## config.mk

```make
export PLATFORM = sky130hd
export DESIGN_NAME = kernel_attention_div_16ns_6ns_10_seq_flat
export DESIGN_NICKNAME = d
export VERILOG_FILES = /design/src/rtl/kernel_attention_pkg.sv /design/src/rtl/kernel_attention_div_16ns_6ns_10_seq_if.sv /design/src/rtl/kernel_attention_div_step.sv /design/src/rtl/kernel_attention_div_16ns_6ns_10_seq.sv /design/src/flat_wrapper.sv
export SDC_FILE = /design/constraint.sdc
export NUM_CORES = 1
export LEC_CHECK = 0
export CAP_MARGIN = 20
export CORE_MARGIN = 2
export CORE_UTILIZATION = 40
export DETAILED_ROUTE_END_ITERATION = 6
export GPL_TIMING_DRIVEN = 0
export PLACE_DENSITY_LB_ADDON = 0.3
export SKIP_CTS_REPAIR_TIMING = 1
export SLEW_MARGIN = 20
export SYNTH_ARGS = -nofsm -noshare
export SYNTH_HDL_FRONTEND = slang
export SYNTH_HIERARCHICAL = 1
export SYNTH_SLANG_ARGS = --single-unit
```

## constraint.sdc

```tcl
create_clock -name clk -period 3.7 [get_ports clk]
set_input_delay 0.74 -clock clk [delete_from_list [all_inputs] [get_ports clk]]
set_output_delay 0.74 -clock clk [all_outputs]
set_load 0.005 [all_outputs]
```

## src/rtl/kernel_attention_pkg.sv

```systemverilog
// Shared widths and FSM encoding for the attention-kernel sequential divider.
package kernel_attention_pkg;
  localparam int DIVIDEND_W = 16;
  localparam int DIVISOR_W  = 6;
  localparam int QUO_W      = DIVIDEND_W - DIVISOR_W;
  localparam int CNT_W      = $clog2(QUO_W + 1);

  typedef enum logic [1:0] {
    IDLE = 2'd0,
    RUN  = 2'd1,
    DONE = 2'd2
  } div_state_t;
endpackage

```

## src/rtl/kernel_attention_div_16ns_6ns_10_seq_if.sv

```systemverilog
// Start/done handshake, operand and result bundle of the sequential divider.
interface kernel_attention_div_16ns_6ns_10_seq_if;
  import kernel_attention_pkg::*;

  logic                  ce;
  logic                  start;
  logic [DIVIDEND_W-1:0] din0;
  logic [DIVISOR_W-1:0]  din1;
  logic                  busy;
  logic                  done;
  logic [QUO_W-1:0]      dout_quo;
  logic [DIVISOR_W-1:0]  dout_rem;
  logic                  div_by_zero;
  logic                  overflow;

  modport master (
    output ce, start, din0, din1,
    input  busy, done, dout_quo, dout_rem, div_by_zero, overflow
  );

  modport slave (
    input  ce, start, din0, din1,
    output busy, done, dout_quo, dout_rem, div_by_zero, overflow
  );
endinterface

```

## src/rtl/kernel_attention_div_step.sv

```systemverilog
// One combinational restoring-division step: shift in a dividend bit, try to subtract D.
module kernel_attention_div_step
  import kernel_attention_pkg::*;
(
  input  logic [DIVISOR_W-1:0] r_i,
  input  logic                 bit_i,
  input  logic [DIVISOR_W-1:0] d_i,
  output logic [DIVISOR_W-1:0] r_o,
  output logic                 q_o
);
  logic [DIVISOR_W:0] t;

  always_comb begin
    t   = {r_i, bit_i};
    q_o = (t >= {1'b0, d_i});
    // r_i < d_i on entry, so either branch fits back into DIVISOR_W bits
    r_o = q_o ? DIVISOR_W'(t - {1'b0, d_i}) : t[DIVISOR_W-1:0];
  end
endmodule

```

## src/rtl/kernel_attention_div_16ns_6ns_10_seq.sv

```systemverilog
// Sequential 16/6 unsigned restoring divider: one quotient bit per ce-enabled cycle.
module kernel_attention_div_16ns_6ns_10_seq
  import kernel_attention_pkg::*;
(
  input  logic                                   clk,
  input  logic                                   reset,
  kernel_attention_div_16ns_6ns_10_seq_if.slave  bus
);
  div_state_t           state_q, state_d;
  logic [CNT_W-1:0]     cnt_q, cnt_d;
  logic [DIVISOR_W-1:0] r_q, r_d;
  logic [DIVISOR_W-1:0] dsr_q, dsr_d;
  logic [QUO_W-1:0]     dvd_q, dvd_d;
  logic [QUO_W-1:0]     acc_q, acc_d;
  logic [QUO_W-1:0]     quo_q, quo_d;
  logic [DIVISOR_W-1:0] rem_q, rem_d;
  logic                 dbz_q, dbz_d;
  logic                 ovf_q, ovf_d;

  logic [DIVISOR_W-1:0] step_r;
  logic                 step_q;
  logic                 accept;

  kernel_attention_div_step u_step (
    .r_i   (r_q),
    .bit_i (dvd_q[QUO_W-1]),
    .d_i   (dsr_q),
    .r_o   (step_r),
    .q_o   (step_q)
  );

  assign accept = bus.ce && bus.start && (state_q != RUN);

  always_comb begin
    state_d = state_q;
    cnt_d   = cnt_q;
    r_d     = r_q;
    dsr_d   = dsr_q;
    dvd_d   = dvd_q;
    acc_d   = acc_q;
    quo_d   = quo_q;
    rem_d   = rem_q;
    dbz_d   = dbz_q;
    ovf_d   = ovf_q;

    case (state_q)
      RUN: begin
        r_d   = step_r;
        acc_d = {acc_q[QUO_W-2:0], step_q};
        dvd_d = dvd_q << 1;
        cnt_d = cnt_q + 1'b1;
        if (cnt_q == CNT_W'(QUO_W - 1)) begin
          state_d = DONE;
          quo_d   = {acc_q[QUO_W-2:0], step_q};
          rem_d   = step_r;
        end
      end
      DONE:    state_d = IDLE;
      default: state_d = state_q;
    endcase

    // An accept in DONE overrides the return to IDLE, giving back-to-back ops
    if (accept) begin
      dbz_d = 1'b0;
      ovf_d = 1'b0;
      dvd_d = bus.din0[QUO_W-1:0];
      dsr_d = bus.din1;
      cnt_d = '0;
      acc_d = '0;
      if (bus.din1 == '0) begin
        dbz_d   = 1'b1;
        quo_d   = '1;
        rem_d   = '0;
        state_d = DONE;
      end else if (bus.din0[DIVIDEND_W-1 -: DIVISOR_W] >= bus.din1) begin
        ovf_d   = 1'b1;
        quo_d   = '1;
        rem_d   = '0;
        state_d = DONE;
      end else begin
        r_d     = bus.din0[DIVIDEND_W-1 -: DIVISOR_W];
        state_d = RUN;
      end
    end
  end

  always_ff @(posedge clk or posedge reset) begin
    if (reset) begin
      state_q <= IDLE;
      cnt_q   <= '0;
      r_q     <= '0;
      dsr_q   <= '0;
      dvd_q   <= '0;
      acc_q   <= '0;
      quo_q   <= '0;
      rem_q   <= '0;
      dbz_q   <= 1'b0;
      ovf_q   <= 1'b0;
    end else if (bus.ce) begin
      state_q <= state_d;
      cnt_q   <= cnt_d;
      r_q     <= r_d;
      dsr_q   <= dsr_d;
      dvd_q   <= dvd_d;
      acc_q   <= acc_d;
      quo_q   <= quo_d;
      rem_q   <= rem_d;
      dbz_q   <= dbz_d;
      ovf_q   <= ovf_d;
    end
  end

  assign bus.busy        = (state_q == RUN);
  assign bus.done        = (state_q == DONE);
  assign bus.dout_quo    = quo_q;
  assign bus.dout_rem    = rem_q;
  assign bus.div_by_zero = dbz_q;
  assign bus.overflow    = ovf_q;
endmodule

```

## src/flat_wrapper.sv

```systemverilog
// flat-port wrapper written by rule: the top's interface ports become plain ports
module kernel_attention_div_16ns_6ns_10_seq_flat import kernel_attention_pkg::*;
  (clk, reset, bus_ce, bus_start, bus_din0, bus_din1, bus_busy, bus_done, bus_dout_quo, bus_dout_rem, bus_div_by_zero, bus_overflow);
  kernel_attention_div_16ns_6ns_10_seq_if bus_i ();
  input  logic clk;
  input  logic reset;
  input wire logic [$bits(bus_i.ce)-1:0] bus_ce;
  input wire logic [$bits(bus_i.start)-1:0] bus_start;
  input wire logic [$bits(bus_i.din0)-1:0] bus_din0;
  input wire logic [$bits(bus_i.din1)-1:0] bus_din1;
  output wire logic [$bits(bus_i.busy)-1:0] bus_busy;
  output wire logic [$bits(bus_i.done)-1:0] bus_done;
  output wire logic [$bits(bus_i.dout_quo)-1:0] bus_dout_quo;
  output wire logic [$bits(bus_i.dout_rem)-1:0] bus_dout_rem;
  output wire logic [$bits(bus_i.div_by_zero)-1:0] bus_div_by_zero;
  output wire logic [$bits(bus_i.overflow)-1:0] bus_overflow;
  assign bus_i.ce = bus_ce;
  assign bus_i.start = bus_start;
  assign bus_i.din0 = bus_din0;
  assign bus_i.din1 = bus_din1;
  assign bus_busy = bus_i.busy;
  assign bus_done = bus_i.done;
  assign bus_dout_quo = bus_i.dout_quo;
  assign bus_dout_rem = bus_i.dout_rem;
  assign bus_div_by_zero = bus_i.div_by_zero;
  assign bus_overflow = bus_i.overflow;
  kernel_attention_div_16ns_6ns_10_seq u_core (.clk(clk), .reset(reset), .bus(bus_i));
endmodule
```

==> results.ini <==
[run]
drv_cap=0

[timing]
whs_ns=0.495
slew_headroom=0.553
setup_viol=0
worst_pin_slew_ns=0.671
hold_viol_final=0
period_needed_ns=2.54
rsz0062_at_grt=no
tns_ns=0
timing.final.crit_share=0.686
fin_skew_ns=0.0142
max_freq_mhz=394
finalMaxSlewViolations=0

[placed_design]
port_buffers=45
dp_hpwl_mm=4.50
gp_congestion=0.828

[synth]
syn_avg_cell_area_um2=9.98
synth_xor_area_frac=0.00599
synthSimpleGateAreaFrac=0.164
synthTopCellsByCount=dfrtp_1 (55), nand2_1 (52), a22o_1 (28)
synth_top_area_frac=0.470
ys.flop_type=dfrtp_1
synth_cell_types=47
synth-adder-area-share=0.0796
postSynthCellCount=293
synth_most_common_cell=dfrtp_1
yosysTopAreaCell=dfrtp_1
syn_nets=337
yosysSeqAreaShare=0.470
synth_area_um2=2930
synth_edf_count=0
ys_warn_count=6
synth_mux_area_frac=0.0171
synth-compound-area-share=0.210
async_reset_ff_frac=1.00
synth_top_family_by_area=compound AO/OA/AOI/OAI gates
synth_area_leaders=dfrtp_1 (47%), a22o_1 (8.4%), ha_1 (7.3%)
ys_ff_latch=55

[routing]
vias=2251
firstDrtPassIters=4
avgRoutedWirePerCell_um=13.4
drc=0
vias_per_cell=5.06
drtIter0Drc=107
ant_nets=0
routed_wl_mm=5.95

[critical_path]
critPathMaxFanout=10
setup.worst_path.class=input pin to flop
critPathCaptureType=flop
worstReg2RegEnd=u_core/r_q[2]
cp-start-kind=input pin
worstReg2RegStart=u_core/r_q[3]
worstRegToRegCells=7
crit_arrival_ns=2.71
crit_required_ns=3.87
r2r_setup_slack_ns=1.45

[cells_and_area]
multi_input_area_um2=1390
insertedDiodeCount=0
ff_latch_area_um2=1380
final_nets=389
syn_to_final_growth_pct=23.0
nFillCells=654
drive_gt1_frac=0.104

[die]
initial_utilization=0.408
die_x_um=89.5
dieArea_um2=8010
die_h_um=89.5
core_area_um2=7180
rows=31
io-pin-count=46

[power_and_ir_drop]
vdd_drop_max_mv=0.270
powerDensity_nw_per_um2=609
p_leak_nw=1.62

[clocking]
clk-insertion-delay-late_ns=0.32
cts.clk_slew.worst_paths_ns=0.10
htreeDepth=2
clockRootBuffer=clkbuf_8
cts.sink_count=55
cts_tree=built
cts_made_buffers=5
clock_path_buffers=2

[outcome]
status=complete, no violations

[worst_hold_path]
min_path_type=flop to flop
hold_end=u_core/dsr_q[4]
hp-start=u_core/dsr_q[4]
hold_depth=2

[grt]
gr-total-overflow=0
grt_pass1_wl_mm=9.76
gr-usage-all-layers=0.156
grt_pass1_vias=2103
grt_max_degree=56
antenna_found_initial=0

==> logic make-up after synthesis <==
family	after synthesis
AO/OA/AOI/OAI	81
XOR/XNOR	2
adder cells (fa/ha/maj)	18
buffers and inverters	35
flip-flops	55
multiplexers	4
AND/OR/NAND/NOR	98
==> worst max-delay path by stage <==
stage	slack [ns]	start	endpoint
3_3_place_gp	0.55	reset	u_core/dvd_q[3]
6_report	1.16	bus_din0[10]	u_core/bus.dout_quo[0]
5_1_grt	1.04	bus_din0[10]	u_core/bus.dout_quo[0]
3_5_place_dp	0.80	bus_din0[10]	u_core/bus.dout_quo[9]
4_1_cts	1.15	bus_din0[10]	u_core/bus.dout_quo[9]
2_1_floorplan	1.54	bus_din0[10]	u_core/r_q[2]
==> where the power goes <==
part / leakage (nW) / switching (mW) / total, mW / internal (mW)
sequential: 0.668 / 0.105 / 0.846 / 0.741
combinational: 0.910 / 0.504 / 0.994 / 0.490
clock: 0.0463 / 0.210 / 0.349 / 0.139
total: 1.62 / 0.820 / 2.19 / 1.37
==> placed cells by master, fill, tap and decap left out, types with 2 or more instances in the layout <==
cell / count
o21a_1: 2
nor2b_1: 4
or3_1: 7
clkdlybuf4s50_1: 45
nor2_1: 7
nand2_1: 52
and3_1: 2
o21ai_2: 3
inv_1: 20
xnor2_1: 2
a21oi_1: 10
and2_1: 2
mux2i_1: 2
o221a_2: 6
buf_2: 4
ha_1: 17
clkbuf_1: 7
o21ai_0: 17
nand2b_1: 3
clkbuf_8: 5
a21o_1: 2
buf_6: 2
dfrtp_1: 55
a22o_1: 28
nand3_1: 12
o211ai_1: 2
mux2_4: 2
==> stage by stage <==
stage / cell area, um2 / cells / setup slack, ns / utilization / power (mW)
after floorplan: 2930 / 293 / 1.54 / - / 1.58
after global placement: 3500 / 437 / 0.545 / 0.488 / 1.83
after detailed placement: 3500 / 437 / 0.803 / 0.488 / 1.84
after CTS: 3600 / 445 / 1.15 / 0.501 / 2.20
after global routing: 3600 / 445 / 1.04 / 0.501 / 2.35
final: 3600 / 445 / 1.16 / 0.501 / 2.19
==> state kept, by name, indices dropped and copies added, names as in the netlist, 2 cells and up <==
register and cells:
u_core/bus.dout_rem 6, u_core/cnt_q 4, u_core/dvd_q 10, u_core/acc_q 9, u_core/r_q 6, u_core/bus.dout_quo 10
u_core/state_q 2, u_core/dsr_q 6
==> worst max-delay path: stages <==
cell	delay, ns
clkdlybuf4s50_1	0.48
inv_1	0.05
ha_1	0.27
nand2b_4	0.14
a21oi_2	0.17
o221ai_2	0.16
buf_6	0.17
o21ai_2	0.40
nand3_1	0.12
==> layout make-up <==
class	count	share of cell area
clock buffer	5	0.0191
multi-input combinational	203	0.387
tap	99	0.0344
buffer	14	0.0212
timing repair buffer	45	0.125
inverter	21	0.0226
sequential	55	0.382
clock inverter	3	0.00765
==> metal layers <==
layer	vias up	GRT usage	share of wire
met1	1061	0.211	0.50
met3	5	0.0295	0.033
met4	0	0.0488	0.013
met2	45	0.255	0.46
li1	1140	-	-
met5	-	0	0
(Power assumes the default switching activity.)
